## config.mk

```make
export PLATFORM = sky130hd
export DESIGN_NAME = alu_dispatch
export DESIGN_NICKNAME = d
export VERILOG_FILES = /design/src/rtl/alu_pkg.sv /design/src/rtl/alu_dispatch_fifo.sv /design/src/rtl/alu_dispatch.sv
export SDC_FILE = /design/constraint.sdc
export NUM_CORES = 1
export LEC_CHECK = 0
export BUFFER_PORTS_ARGS = -buffer_cell sky130_fd_sc_hd__buf_2
export CAP_MARGIN = 20
export CORE_AREA = 2 2 177 179
export DETAILED_ROUTE_END_ITERATION = 16
export DIE_AREA = 0 0 179 181
export PLACE_DENSITY = 0.71
export SETUP_SLACK_MARGIN = 0.5
export SLEW_MARGIN = 5
export SYNTH_ARGS = -nofsm -noshare
export SYNTH_HDL_FRONTEND = slang
export SYNTH_SLANG_ARGS = --single-unit
```

## constraint.sdc

```tcl
create_clock -name clk -period 8.4 [get_ports clk]
set_input_delay 0.84 -clock clk [delete_from_list [all_inputs] [get_ports clk]]
set_output_delay 0.84 -clock clk [all_outputs]
set_load 0.01 [all_outputs]
```

## src/rtl/alu_pkg.sv

```systemverilog
// ============================================================================
// Package  : alu_pkg
// Purpose  : ALU opcode encoding and dispatch FSM state encoding.
// Revision : 1.0
// ============================================================================
`default_nettype none

package alu_pkg;

  typedef enum logic [2:0] {
    OP_AND  = 3'd0,
    OP_OR   = 3'd1,
    OP_XOR  = 3'd2,
    OP_NOR  = 3'd3,
    OP_LESS = 3'd4,
    OP_ADD  = 3'd5,
    OP_SUB  = 3'd6,
    OP_MOD  = 3'd7
  } op_t;

  typedef enum logic [1:0] {
    ST_IDLE  = 2'd0,
    ST_ISSUE = 2'd1,
    ST_WAIT  = 2'd2,
    ST_HOLD  = 2'd3
  } state_t;

endpackage

`default_nettype wire

```

## src/rtl/alu_dispatch_fifo.sv

```systemverilog
// ============================================================================
// Module   : alu_dispatch_fifo
// Purpose  : Request queue for alu_dispatch; registered occupancy count.
// Revision : 1.0
// ============================================================================
`default_nettype none

module alu_dispatch_fifo #(
  parameter int DEPTH  = 4,
  parameter int DATA_W = 72
) (
  input  logic                    clk,
  input  logic                    rst_n,
  input  logic                    push,
  input  logic [DATA_W-1:0]       push_data,
  input  logic                    pop,
  output logic [DATA_W-1:0]       pop_data,
  output logic [$clog2(DEPTH):0]  count
);

  localparam int AW    = $clog2(DEPTH);
  localparam int CNT_W = AW + 1;
  localparam logic [CNT_W-1:0] FULL_CNT = CNT_W'(DEPTH);

  logic [DATA_W-1:0] mem [DEPTH];
  logic [AW-1:0]     wr_ptr;
  logic [AW-1:0]     rd_ptr;
  logic              do_push;
  logic              do_pop;

  assign do_push  = push && (count != FULL_CNT);
  assign do_pop   = pop && (count != '0);
  assign pop_data = mem[rd_ptr];

  always_ff @(posedge clk) begin
    if (do_push) begin
      mem[wr_ptr] <= push_data;
    end
  end

  // Pointers wrap naturally because DEPTH is a power of two.
  always_ff @(posedge clk or negedge rst_n) begin
    if (!rst_n) begin
      wr_ptr <= '0;
      rd_ptr <= '0;
      count  <= '0;
    end else begin
      if (do_push) begin
        wr_ptr <= wr_ptr + AW'(1);
      end
      if (do_pop) begin
        rd_ptr <= rd_ptr + AW'(1);
      end
      unique case ({do_push, do_pop})
        2'b10:   count <= count + CNT_W'(1);
        2'b01:   count <= count - CNT_W'(1);
        default: count <= count;
      endcase
    end
  end

endmodule

`default_nettype wire

```

## src/rtl/alu_dispatch.sv

```systemverilog
// ============================================================================
// Module   : alu_dispatch
// Purpose  : In-order request queue feeding a single-issue ALU, one op in flight.
// Revision : 1.0
// ============================================================================
`default_nettype none

module alu_dispatch #(
  parameter int DEPTH = 4,
  parameter int TAG_W = 5
) (
  input  logic                    clk,
  input  logic                    rst_n,
  input  logic                    in_valid,
  output logic                    in_ready,
  input  logic [31:0]             in_a,
  input  logic [31:0]             in_b,
  input  logic [2:0]              in_op,
  input  logic [TAG_W-1:0]        in_tag,
  output logic [31:0]             alu_a,
  output logic [31:0]             alu_b,
  output logic [2:0]              alu_op,
  input  logic [31:0]             alu_result,
  input  logic                    alu_c,
  input  logic                    alu_we,
  output logic                    out_valid,
  input  logic                    out_ready,
  output logic [31:0]             out_result,
  output logic                    out_c,
  output logic [TAG_W-1:0]        out_tag,
  output logic [$clog2(DEPTH):0]  count
);

  import alu_pkg::*;

  localparam int CNT_W  = $clog2(DEPTH) + 1;
  localparam int DATA_W = 32 + 32 + 3 + TAG_W;
  localparam logic [CNT_W-1:0] FULL_CNT = CNT_W'(DEPTH);

  state_t            state;
  state_t            state_nx;
  logic              ready_en;
  logic              push;
  logic              pop;
  logic              capture;
  logic [DATA_W-1:0] head;
  logic [TAG_W-1:0]  cur_tag;

  // ready_en keeps in_ready low during reset and lifts it on the first edge after.
  assign in_ready  = ready_en && (count < FULL_CNT);
  assign push      = in_valid && in_ready;
  assign out_valid = (state == ST_HOLD);

  alu_dispatch_fifo #(
    .DEPTH  (DEPTH),
    .DATA_W (DATA_W)
  ) u_fifo (
    .clk       (clk),
    .rst_n     (rst_n),
    .push      (push),
    .push_data ({in_a, in_b, in_op, in_tag}),
    .pop       (pop),
    .pop_data  (head),
    .count     (count)
  );

  always_comb begin
    state_nx = state;
    pop      = 1'b0;
    capture  = 1'b0;
    unique case (state)
      ST_IDLE: begin
        if (count != '0) begin
          pop      = 1'b1;
          state_nx = ST_ISSUE;
        end
      end
      // The strobe is ignored here: it may still belong to the previous op.
      ST_ISSUE: begin
        state_nx = ST_WAIT;
      end
      ST_WAIT: begin
        if (alu_we) begin
          capture  = 1'b1;
          state_nx = ST_HOLD;
        end
      end
      ST_HOLD: begin
        if (out_ready) begin
          if (count != '0) begin
            pop      = 1'b1;
            state_nx = ST_ISSUE;
          end else begin
            state_nx = ST_IDLE;
          end
        end
      end
      default: state_nx = ST_IDLE;
    endcase
  end

  always_ff @(posedge clk or negedge rst_n) begin
    if (!rst_n) begin
      state      <= ST_IDLE;
      ready_en   <= 1'b0;
      alu_a      <= '0;
      alu_b      <= '0;
      alu_op     <= '0;
      cur_tag    <= '0;
      out_result <= '0;
      out_c      <= 1'b0;
      out_tag    <= '0;
    end else begin
      state    <= state_nx;
      ready_en <= 1'b1;
      if (pop) begin
        alu_a   <= head[DATA_W-1 -: 32];
        alu_b   <= head[DATA_W-33 -: 32];
        alu_op  <= head[TAG_W+2 -: 3];
        cur_tag <= head[TAG_W-1:0];
      end
      if (capture) begin
        out_result <= alu_result;
        out_c      <= alu_c;
        out_tag    <= cur_tag;
      end
    end
  end

endmodule

`default_nettype wire
```

# After elaboration in Yosys (flattened, before gate mapping)
# Memories as Yosys holds them, arrays and structs flattened. A register that Yosys moved wholly into a read port is not among the register bits.
# Cells that the tools add are included.
# Widths: inputs -> output; s select.
[totals]
register_bits = 48
ramBits = 288
inputBits = 110
memories = 1
[memory_table]
columns = ["name", "depth", "width", "rd", "rd_ports_with_merged_regs", "wr", "line", "source"]
rows = [
  ["u_fifo.mem", 4, 72, 1, 1, 1, "alu_dispatch_fifo.sv:25", "logic [DATA_W-1:0] mem [DEPTH];"],
]
[classes]
add_sub_neg = 4
n_lt_le_gt_ge = 1
eq_ne = 9
mux = 13
n_reduce_logical = 9
[ops]
columns = ["operator", "count"]
rows = [
  ["$pmux 2 s4", 1],
  ["$mux 1", 7],
  ["$eq 2x2->1 const B", 3],
  ["$mux 2", 3],
  ["$pmux 3 s2", 1],
  ["$add 2x1->2 const B", 2],
  ["$eq 2x1->1 const B", 2],
  ["$logic_and 1x1->1", 4],
  ["$ne 2x2->1 const B", 2],
  ["$add 3x1->3 const B", 1],
  ["$lt 3x3->1 const B", 1],
  ["$ne 3x3->1 const B", 1],
  ["$reduce_and 3->1", 1],
  ["$reduce_bool 3->1", 1],
  ["$sub 3x1->3 const B", 1],
  ["$logic_not 2->1", 1],
  ["$ne 2x1->1 const B", 1],
  ["$pmux 1 s2", 1],
  ["$reduce_bool 2->1", 1],
  ["$logic_not 1->1", 1],
]

# Logic depth before layout (Yosys ltp)
# Gate-level depths: netlist of the first run.
[logic_depth]
depth_word = 7
ltp_mapped = 12

# Cells and area by module
# A second synthesis of the first run with hierarchy kept.
[unflattened]
hier_cells = 670
area_unflattened_um2 = 15469.8
[by_module_without_submodules]
columns = ["mod", "n_inst", "cells_per_inst", "area_per_inst_um2"]
rows = [
  ["alu_dispatch_fifo", 1, 413, 10805.4],
  ["alu_dispatch", 1, 257, 4664.5],
]

# Least setup slack after synthesis of the first run
# No wires, ideal clock.
[synth_timing]
path_type = "input to register"
start = "input port in_valid"
end = "memory u_fifo.mem[0][0], enable pin"
setup_time_ns = 0.439
arrival_ns = 2.564
path_slack_ns = 5.397
cell_stages = 1
path_buffers = 0
path_cell_list = "and3_1"
[synth_via]
elab_chain_len = 4
[synth_lines]
columns = ["element", "line", "source"]
rows = [
  ["start, declared", "alu_dispatch.sv:14", "input logic in_valid,"],
  ["$logic_and 1x1->1", "alu_dispatch.sv:51", "assign push = in_valid && in_ready;"],
  ["$logic_and 1x1->1", "alu_dispatch_fifo.sv:31", "assign do_push = push && (count != FULL_CNT);"],
  ["$mux 1", "alu_dispatch_fifo.sv:36", "if (do_push) begin"],
  ["$mux 1 (implied by the code)", "alu_dispatch_fifo.sv:37", "mem[wr_ptr] <= push_data;"],
  ["end, declared", "alu_dispatch_fifo.sv:25", ""],
]
# Every way passes these cells.

# Worst setup path in the final report of the first run
[layout_timing]
start = "register state[0]"
end = "register u_fifo.count[2]"
[layout_via]
elab_chain_len = 5
[layout_lines]
columns = ["element", "line", "source"]
rows = [
  ["start, declared", "alu_dispatch.sv:40", "state_t state;"],
  ["start signal, assigned", "alu_dispatch.sv:114", "state <= state_nx;"],
  ["$eq 2x2->1 or $logic_not 2->1 (tied branches)", "alu_dispatch.sv:71", "unique case (state)"],
  ["$pmux 1 s2 *", "alu_dispatch.sv:71", ""],
  ["$logic_and 1x1->1 *", "alu_dispatch_fifo.sv:32", "assign do_pop = pop && (count != '0);"],
  ["$eq 2x1->1 or $eq 2x2->1 (tied branches)", "alu_dispatch_fifo.sv:54", "unique case ({do_push, do_pop})"],
  ["$pmux 3 s2 or $reduce_bool 2->1 (tied branches)", "--", ""],
  ["end signal, assigned", "alu_dispatch_fifo.sv:55", "2'b10: count <= count + CNT_W'(1);"],
  ["end signal, assigned", "alu_dispatch_fifo.sv:56", "2'b01: count <= count - CNT_W'(1);"],
  ["end signal, assigned", "alu_dispatch_fifo.sv:57", "default: count <= count;"],
  ["end, declared", "alu_dispatch_fifo.sv:18", "output logic [$clog2(DEPTH):0] count"],
]
# Every way passes the cells marked *; elsewhere a longest branch is shown, timed or not.
# A chain may end at the register's enable or synchronous reset.

==> impl_metrics.yaml, run 1 <==
placement:
  port_buffers: 219
  post-dp-hpwl_mm: 16.5
  dp_slack_ns: 5.51
  place_congestion: 0.693
  dp_cells: 1265
logic_synthesis:
  synth_commonest_cells: "edfxtp_1 (288), dfrtp_1 (120), mux2_2 (111)"
  syn_nets: 788
  yosysTopAreaCellShare_pct: 57.4
  synth.largest_area_cell: "edfxtp_1"
  async_flop_share_pct: 29.4
  ys_types: 26
  synth_edf_count: 288
  synth_most_common_cell: "edfxtp_1"
  netlist_instances: 668
  synth_seq_area_share_pct: 77.3
  netlist_top_cells_area: "edfxtp_1 (57%), dfrtp_1 (20%), mux4_2 (11%)"
  ys_seq_elements: 408
  syn_avg_cell_area_um2: 22.6
  syn_area_um2: 15100
  ys_warn_count: 0
  synthFlopType: "edfxtp_1"
clocking:
  clk_path_buf_depth: 3
  insertion_delay_ns: 0.53
  ctsResizeCount: 0
  cts_sinks: 408
  root_buffer: "clkbuf_16"
  cts_tree: "yes"
  htree_levels: 2
  clkTransAtPathRegs_ns: 0.06
  post_cts_buffers: 0
  cts_made_buffers: 43
  hold_buffers: 0
power:
  power_density_nw_per_um2: 357
  ir_drop_mv: 0.193
  p_total_w: 0.00643
  leakagePower_nw: 6.72
finish:
  areaGrowthSynthToFinish_pct: 19.5
  drive_above_1_share_pct: 50.5
  final_nets: 1034
  layout.cells.non_filler: 1348
timing:
  finalCriticalPeriod_ns: 2.72
  rsz0062_at_grt: "no"
  hold_violations: 0
  finalSetupViolCount: 0
  setup_tns_ns: 0
  fin_ws_ns: 5.68
  tightest_slew_ns: 0.888
  maxSlewHeadroom_pct: 40.8
  clock_skew_ns: 0.0179
  max_clock_freq_mhz: 368
  finalCritPeriodShare_pct: 32.4
  slew_violations: 0
drt:
  routed.top_layer: "met5"
  met2WireLength_mm: 13.9
  wl_met3_mm: 2.18
  via_count: 7093
  drtIter0Drc: 428
  final_antenna_net_count: 0
  viasPerCell: 5.26
  drtPass1Iterations: 4
  route.layer.met1.wl_mm: 11.1
  drc_errors: 0
  wl_per_cell_um: 20.6
  drt-total-wl_mm: 27.7
critical_path:
  critPathLaunchType: "register"
  required_ns: 8.86
  cpMaxStageDelayCell: "buf_4"
  criticalPathCategory: "reg -> reg"
  worstPathArrival_ns: 3.17
  max_stage_delay_ns: 0.49
  path_max_fanout: 38
  worstPathCellList: "inv_1, ha_1, nor3_4, buf_4, ha_1, inv_1, fa_1, xor2_1, nor2_1, xor2_1"
  worstSetupEndpointType: "register"
die:
  coreArea_um2: 30300
  fp.dieH_um: 181
  die_area_um2: 32400
  initial_utilization_pct: 49.7
  num_rows: 64
  pin_count: 220
  fp.dieW_um: 179
run_status:
  outcome: "complete, no violations"
global_route:
  grt_pass1_wl_mm: 42.4
  grt-ovfl-total: 0
  grt_pass1_vias: 7662
  grt_usage_pct: 17.3
  grt_max_degree: 67
  antenna_found_initial: 7
worst_hold_path:
  min_path_type: "in -> async"
job:
  maxCapViolCount: 0
==> sequential cells by signal, summed over array words and instances (netlist names) <==
name / flops
out_result: 32
out_tag: 5
cur_tag: 5
u_fifo.rd_ptr: 2
alu_op: 3
alu_a: 32
out_c: 1
u_fifo.count: 3
ready_en: 1
u_fifo.mem: 288
alu_b: 32
state: 2
u_fifo.wr_ptr: 2
==> layout by cell type, fill, tap and decap left out <==
master,instances
o22ai_1,1
a21oi_1,3
or3_1,1
ha_1,9
buf_4,10
dfrtp_4,2
bufinv_16,4
inv_1,10
dfrtp_1,118
o221ai_1,1
clkinv_1,9
and3_4,4
xor2_1,3
clkbuf_1,11
nor2_1,1
mux2_2,111
buf_2,218
nor2b_1,1
xnor2_1,3
clkbuf_16,45
clkinv_2,4
nor3_2,1
nor3_4,1
a2bb2oi_1,1
buf_6,1
conb_1,1
o21ai_0,2
nand2_1,4
clkbuf_8,4
fa_1,1
clkinv_4,1
edfxtp_1,288
and2_1,1
clkinvlp_4,1
diode_2,4
mux4_2,72
==> worst max-delay path, delay by kind of cell (launching register included) <==
family	cells	cell delay, ns
simple gates	2	0.30
xor+xnor	2	0.29
buf+inv	3	0.71
flops	1	0.40
fa+ha+maj	3	0.94
==> logic make-up after synthesis <==
family / synth area share, %
compound gates: 0.324
xor+xnor: 0.349
fa+ha+maj: 0.880
buf+inv: 1.54
flops: 77.3
mux: 19.0
other cells: 0.0249
simple gates: 0.548
==> metrics by stage <==
stage / utilization, % / area, um^2 / hold slack (ns)
after floorplan: - / 15100 / 0.477
after global placement: 54.7 / 16600 / 0.480
after detailed placement: 54.7 / 16600 / 0.488
after CTS: 59.3 / 18000 / 0.316
after global routing: 59.3 / 18000 / 0.322
final: 59.3 / 18000 / 0.294
==> path summary, 6_finish.rpt <==
kind	to	cells after the start	slack (ns)	startpoint
max in group asynchronous	u_fifo.rd_ptr[1]	2	6.69	rst_n
min reg2reg	out_result[7]	1	0.50	out_result[7]
max reg2reg	u_fifo.count[2]	10	5.68	state[0]
max	u_fifo.count[2]	10	5.68	state[0]
min in group clk	out_result[7]	1	0.50	out_result[7]
min	out_result[25]	1	0.29	rst_n
==> metal layers <==
layer,vias to the layer above,track usage (%)
met5,-,0
met1,3637,21.0
li1,3176,-
met4,6,4.55
met3,51,5.49
met2,223,29.9
==> report_power, final <==
group	switching [W]	total [W]	internal, W
Clock	0.000722	0.00186	0.00114
Sequential	0.000272	0.00286	0.00259
Combinational	0.000778	0.00172	0.000942
==> area by class of cell <==
class | instances | area (um^2)
timing repair buffer | 229 | 1180
clock inverter | 19 | 190
inverter | 10 | 37.5
antenna | 4 | 10.0
fill | 2255 | 12300
tap | 396 | 495
clock buffer | 60 | 1220
multi-input combinational | 222 | 3220
sequential | 408 | 11700
Power figures use the tool's default switching activity.
==> run 2: changes to the inputs <==
--- a/config.mk
+++ b/config.mk
@@ -5,12 +5,13 @@
 export SDC_FILE = /design/constraint.sdc
 export NUM_CORES = 1
 export LEC_CHECK = 0
+export ABC_AREA = 1
 export BUFFER_PORTS_ARGS = -buffer_cell sky130_fd_sc_hd__buf_2
 export CAP_MARGIN = 20
-export CORE_AREA = 2 2 177 179
+export CORE_AREA = 2 2 181 183
 export DETAILED_ROUTE_END_ITERATION = 16
-export DIE_AREA = 0 0 179 181
-export PLACE_DENSITY = 0.71
+export DIE_AREA = 0 0 183 185
+export PLACE_DENSITY = 0.7
 export SETUP_SLACK_MARGIN = 0.5
 export SLEW_MARGIN = 5
 export SYNTH_ARGS = -nofsm -noshare
==> constraint.sdc (replaced) <==
create_clock -name clk -period 2.85 [get_ports clk]
set_input_delay 0.285 -clock clk [delete_from_list [all_inputs] [get_ports clk]]
set_output_delay 0.285 -clock clk [all_outputs]
set_load 0.01 [all_outputs]
==> run 2 against run 1 <==
- setup slack worse by 4.9 ns
- core utilization up 2.6 points
- flip-flop and latch count unchanged
- critical endpoint is now alu_a[31]
==> impl_metrics.yaml, run 2 <==
logic_synthesis:
  ys_types: 24
  yosys.area_share.simple_pct: 14.5
  yosysTopAreaCellShare_pct: 54.9
  synth_edf_count: 288
  synth-xor-area-share_pct: 0.278
  synth.largest_area_cell: "edfxtp_1"
  async_flop_share_pct: 29.4
  ys_warn_count: 0
  synth_most_common_cell: "nand2_1"
  syn_nets: 1422
  synth_seq_area_share_pct: 73.9
  netlist_instances: 1302
  synth_compound_area_share_pct: 4.75
  syn_area_um2: 15800
  netlist_top_cells_area: "edfxtp_1 (55%), dfrtp_1 (19%), nand2_1 (12%)"
  synth_commonest_cells: "nand2_1 (521), edfxtp_1 (288), dfrtp_1 (120)"
  ys_seq_elements: 408
  synthFlopType: "edfxtp_1"
  synthMuxAreaShare_pct: 2.71
  synth_top_family_by_area: "simple AND/OR/NAND/NOR gates"
  yosys.area_share.adder_pct: 0.841
  syn_avg_cell_area_um2: 12.1
critical_path:
  worstPathArrival_ns: 2.52
  path_max_fanout: 72
  max_stage_delay_ns: 0.73
  critical_path_buf_inv_count: 4
  required_ns: 3.31
  criticalPathCategory: "reg -> reg"
  cpMaxStageDelayCell: "buf_4"
  critPathLaunchType: "register"
  worstPathCellList: "inv_1, ha_1, inv_1, nand3_4, clkinv_2, buf_4, nand2_1, nand2_1"
  worstSetupEndpointType: "register"
  path_delay_family: "buffers and inverters"
finish:
  layout.cells.non_filler: 2067
  areaGrowthSynthToFinish_pct: 25.8
  fillers: 2472
  largest-register: "u_fifo.mem"
  final_cell_mix: "nand2_1 (520), edfxtp_1 (288), buf_2 (218)"
  largest_register_ffs: 288
  final_util_pct: 61.9
  drive_above_1_share_pct: 21.2
  layout_commonest_cell: "nand2_1"
  final_nets: 1745
timing:
  finalSetupViolCount: 0
  clock_skew_ns: 0.0205
  setup_tns_ns: 0
  hold_violations: 0
  slew_violations: 0
  finalCritPeriodShare_pct: 72.5
  tightest_slew_ns: 1.05
  rsz0062_at_grt: "no"
  finalCriticalPeriod_ns: 2.07
  max_clock_freq_mhz: 484
  maxSlewHeadroom_pct: 30.1
clocking:
  htree_levels: 2
  insertion_delay_ns: 0.53
  ctsResizeCount: 0
  clk_path_buf_depth: 3
  clkTransAtPathRegs_ns: 0.06
  root_buffer: "clkbuf_16"
  cts_made_buffers: 42
  cts_tree: "yes"
  post_cts_buffers: 0
  hold_buffers: 103
  cts_sinks: 408
power:
  p_int_w: 0.0134
  ir_drop_mv: 0.634
  sw_frac_of_total_pct: 33.7
  p_switching_w: 0.00682
  combPwrFrac_pct: 31.8
  leakagePower_nw: 8.39
  p_seq_share_pct: 40.2
  p_clk_share_pct: 28.0
  power_density_nw_per_um2: 1020
placement:
  place_congestion: 0.759
  port_buffers: 219
  dp_cells: 1886
  post-dp-hpwl_mm: 18.8
die:
  num_rows: 66
  coreArea_um2: 32000
  pin_count: 220
  fp.dieW_um: 183
  fp.dieH_um: 185
  die_area_um2: 33900
  initial_utilization_pct: 49.2
drt:
  drtIter0Drc: 701
  final_antenna_net_count: 0
  viasPerCell: 5.00
  via_count: 10300
  drt-total-wl_mm: 34.2
  drc_errors: 0
  wl_per_cell_um: 16.5
  drtPass1Iterations: 7
global_route:
  grt_pass1_vias: 10200
  grt_max_degree: 146
  grt_usage_pct: 20.3
  antenna_found_initial: 1
  grt-ovfl-total: 0
  grt_pass1_wl_mm: 53.9
worst_hold_path:
  min_path_type: "in -> reg"
job:
  maxCapViolCount: 0
run_status:
  outcome: "complete, no violations"
run 2: cell count changes in the layout (fill, tap and decap cells not counted), sizes merged, moves of 3 or more:
cell	previous run	this run
clkinv	14	7
buf	229	241
o21ai	2	147
nand3	0	3
and3	4	0
dlygate4sd3	0	103
nand2	4	521
mux4	72	0
nor2	1	82
inv	10	21
mux2	111	38
run 2: cells by family (layout without fill, tap and decap cells):
group / Yosys count / count (layout)
xor+xnor: 5 / 5
fa+ha+maj: 10 / 10
buf+inv: 85 / 440
other cells: 1 / 3
compound gates: 149 / 149
simple gates: 606 / 606
mux: 38 / 38
flops: 408 / 408
run 2: stage by stage:
stage | hold slack [ns] | power, W | worst slack [ns] | instance area [um^2]
6_report | 0.0229 | 0.0202 | 0.785 | 19800
5_1_grt | 0.00794 | 0.0215 | 0.628 | 19800
4_1_cts | 0.00570 | 0.0204 | 0.748 | 19800
3_5_place_dp | 0.459 | 0.0146 | 0.764 | 17400
3_3_place_gp | 0.458 | 0.0144 | 0.854 | 17400
2_1_floorplan | -0.0106 | 0.0125 | 0.502 | 15800
run 2: power by group through the flow:
stage	clock [W]	sequential, W	combinational [W]
after floorplan	0	0.00850	0.00402
final	0.00566	0.00812	0.00642
after global placement	0	0.00819	0.00625
after global routing	0.00602	0.00824	0.00726
after CTS	0.00577	0.00812	0.00653
after detailed placement	0	0.00822	0.00641
run 2: cell type report:
| class | count | area [um^2] | share of cell area, % |
|---|---|---|---|
| repair buffers | 344 | 2450 | 12.3 |
| diodes | 2 | 5.00 | 0.0252 |
| clock buffers | 62 | 1220 | 6.14 |
| flip-flops and latches | 408 | 11700 | 58.8 |
| multi-input cells | 809 | 3690 | 18.6 |
| inverters | 20 | 78.8 | 0.397 |
| well taps | 408 | 510 | 2.57 |
| clock inverters | 14 | 225 | 1.14 |
run 2: final timing paths:
check / from / to / slack (ns) / cells past startpoint
setup / recovery: state[0] / alu_a[31] / 0.78 / 8
hold / removal: alu_result[8] / out_result[8] / 0.02 / 2
setup reg to reg: state[0] / alu_a[31] / 0.78 / 8
hold reg to reg: cur_tag[1] / cur_tag[1] / 0.47 / 2
max in group asynchronous: rst_n / alu_b[26] / 1.58 / 3
min in group asynchronous: rst_n / alu_b[29] / 0.46 / 2
run 2: layer usage:
layer | vias to the layer above | part of all wire, % | GRT usage, %
li1 | 5020 | - | -
met1 | 4919 | 43 | 26.2
met2 | 333 | 48 | 34.9
met3 | 53 | 6.3 | 4.01
met4 | 0 | 2.0 | 6.08
met5 | - | 0 | 0
==> run 3: changes to the inputs <==
--- a/config.mk
+++ b/config.mk
@@ -5,13 +5,13 @@
 export SDC_FILE = /design/constraint.sdc
 export NUM_CORES = 1
 export LEC_CHECK = 0
-export ABC_AREA = 1
+export ABC_AREA = 0
 export BUFFER_PORTS_ARGS = -buffer_cell sky130_fd_sc_hd__buf_2
 export CAP_MARGIN = 20
-export CORE_AREA = 2 2 181 183
+export CORE_AREA = 2 2 177 179
 export DETAILED_ROUTE_END_ITERATION = 16
-export DIE_AREA = 0 0 183 185
-export PLACE_DENSITY = 0.7
+export DIE_AREA = 0 0 179 181
+export PLACE_DENSITY = 0.71
 export SETUP_SLACK_MARGIN = 0.5
 export SLEW_MARGIN = 5
 export SYNTH_ARGS = -nofsm -noshare
==> constraint.sdc (replaced) <==
create_clock -name clk -period 2.1 [get_ports clk]
set_input_delay 0.21 -clock clk [delete_from_list [all_inputs] [get_ports clk]]
set_output_delay 0.21 -clock clk [all_outputs]
set_load 0.01 [all_outputs]
==> run 3 against run 2 <==
- clock power grew 31%
- core utilization rose by 5.4 points
- sequential share of layout area shrank 1.7 points
- largest power group unchanged
- cell count shrank 27%
- critical endpoint is now u_fifo.count[2]
==> impl_metrics.yaml, run 3 (same netlist as run 1, synthesis figures left out) <==
run_status:
  outcome: "complete, no violations"
finish:
  final_nets: 1205
  largest_register_ffs: 288
  fillers: 1918
  drive_above_1_share_pct: 50.4
  areaGrowthSynthToFinish_pct: 35.4
  largest-register: "u_fifo.mem"
  final_cell_mix: "edfxtp_1 (288), buf_2 (217), dfrtp_1 (117)"
  layout_commonest_cell: "edfxtp_1"
die:
  coreArea_um2: 30300
  fp.dieH_um: 181
  die_area_um2: 32400
  initial_utilization_pct: 49.7
  num_rows: 64
  pin_count: 220
  fp.dieW_um: 179
clocking:
  clk_path_buf_depth: 3
  cts_sinks: 408
  root_buffer: "clkbuf_16"
  cts_tree: "yes"
  clkTransAtPathRegs_ns: 0.06
  htree_levels: 2
  insertion_delay_ns: 0.53
  cts_made_buffers: 42
worst_hold_path:
  min_path_type: "in -> async"
critical_path:
  max_stage_delay_ns: 0.42
  worstPathArrival_ns: 2.37
  worstSetupEndpointType: "register"
  cpMaxStageDelayCell: "dfrtp_2"
  criticalPathCategory: "reg -> reg"
  critPathLaunchType: "register"
  worstPathCellList: "inv_2, ha_4, nor3_4, ha_4, inv_2, fa_2, xor2_1, nor2_1, xor2_1"
  required_ns: 2.54
  path_max_fanout: 3
global_route:
  grt_usage_pct: 18.8
  grt-ovfl-total: 0
  grtUsageMet2_pct: 32.0
  met1_usage_pct: 24.8
  antenna_found_initial: 1
  grt_max_degree: 47
  grt_busiest_layer: "met2"
  grt_pass1_wl_mm: 46.3
  grt_pass1_vias: 8294
  use_met3_pct: 4.23
timing:
  finalCritPeriodShare_pct: 92.2
  clock_skew_ns: 0.0200
  max_clock_freq_mhz: 516
  finalSetupViolCount: 0
  setup_tns_ns: 0
  fin_ws_ns: 0.164
  finalCriticalPeriod_ns: 1.94
  rsz0062_at_grt: "yes"
  slew_violations: 0
  hold_violations: 0
power:
  ir_drop_mv: 0.699
  power_density_nw_per_um2: 1340
  p_total_w: 0.0274
  leakagePower_nw: 7.76
drt:
  drtPass1Iterations: 4
  viasPerCell: 5.25
  drc_errors: 0
  drtIter0Drc: 503
  wl_per_cell_um: 22.6
  drt-total-wl_mm: 34.2
  via_count: 7952
  final_antenna_net_count: 0
placement:
  post-dp-hpwl_mm: 16.6
  dp_slack_ns: 0.108
  port_buffers: 219
  place_congestion: 0.669
job:
  maxCapViolCount: 0
[run 3: changes by cell type in the layout (fill, tap and decap cells not counted), moves of 6 or more]
cell       before  now
nand2_1       520    3
o21ai_1        80    0
nor2_1         77    1
mux2_2         38  110
mux4_2          0   72
o21ai_0        67    1
clkbuf_16      43   63
buf_4          10   23
buf_16          0   10
inv_1          17    7
buf_6           1    7
[run 3: area by class of cell]
type                       instances  area, um^2  area share [%]
tap                              396         495            2.43
inverter                          10        37.5           0.184
timing repair buffer             400        3480            17.1
clock inverter                    15         123           0.601
multi-input combinational        223        3320            16.3
clock buffer                      62        1290            6.33
antenna                            1        2.50          0.0123
sequential                       408       11700            57.1
[run 3: through the flow]
step           area (um^2)  hold WS (ns)  utilization (%)  std cells
2_1_floorplan        15100       -0.0856                -        668
3_3_place_gp         16900         0.200             55.7       1275
3_5_place_dp         16900         0.199             55.7       1275
4_1_cts              19500         0.173             64.3       1466
5_1_grt              20400         0.249             67.3       1514
6_report             20400         0.216             67.3       1515
[run 3: timing repair]
action | in CTS | in global routing
hold buffers | 106 | 0
endpoints found under the setup margin | 195 | 406
setup buffers | 6 | 20
resized for setup | 10 | 26
pin swaps | 3 | 5
gates cloned | 2 | 28
hold endpoints to repair | 365 | 0
[run 3: metal layers]
| metal | part of all wire (%) | vias up |
|---|---|---|
| met2 | 51 | 257 |
| met5 | 0 | - |
| met4 | 1.7 | 0 |
| met1 | 41 | 4122 |
| li1 | - | 3528 |
| met3 | 6.2 | 45 |
[run 3: power by group]
part	internal [W]	leakage, nW	switching [W]
logic	0.00483	3.04	0.00390
clock network	0.00450	0.702	0.00293
registers	0.0103	4.02	0.000909
[run 3: final timing paths]
check | start | end | slack [ns] | depth (start not counted)
max | state[1] | u_fifo.count[2] | 0.16 | 9
min | rst_n | out_result[23] | 0.22 | 2
max reg2reg | state[1] | u_fifo.count[2] | 0.16 | 9
min reg2reg | out_result[13] | out_result[13] | 0.50 | 1
max in group asynchronous | rst_n | state[1] | 1.22 | 3
min in group clk | in_valid | u_fifo.wr_ptr[0] | 0.22 | 3
[run 3: critical path: cells and delay by family, from the launching register on]
family	cells	cell delay, ns
AND/OR/NAND/NOR	2	0.35
buffers and inverters	2	0.11
XOR/XNOR	2	0.28
flip-flops	1	0.42
adder cells (fa/ha/maj)	3	0.70
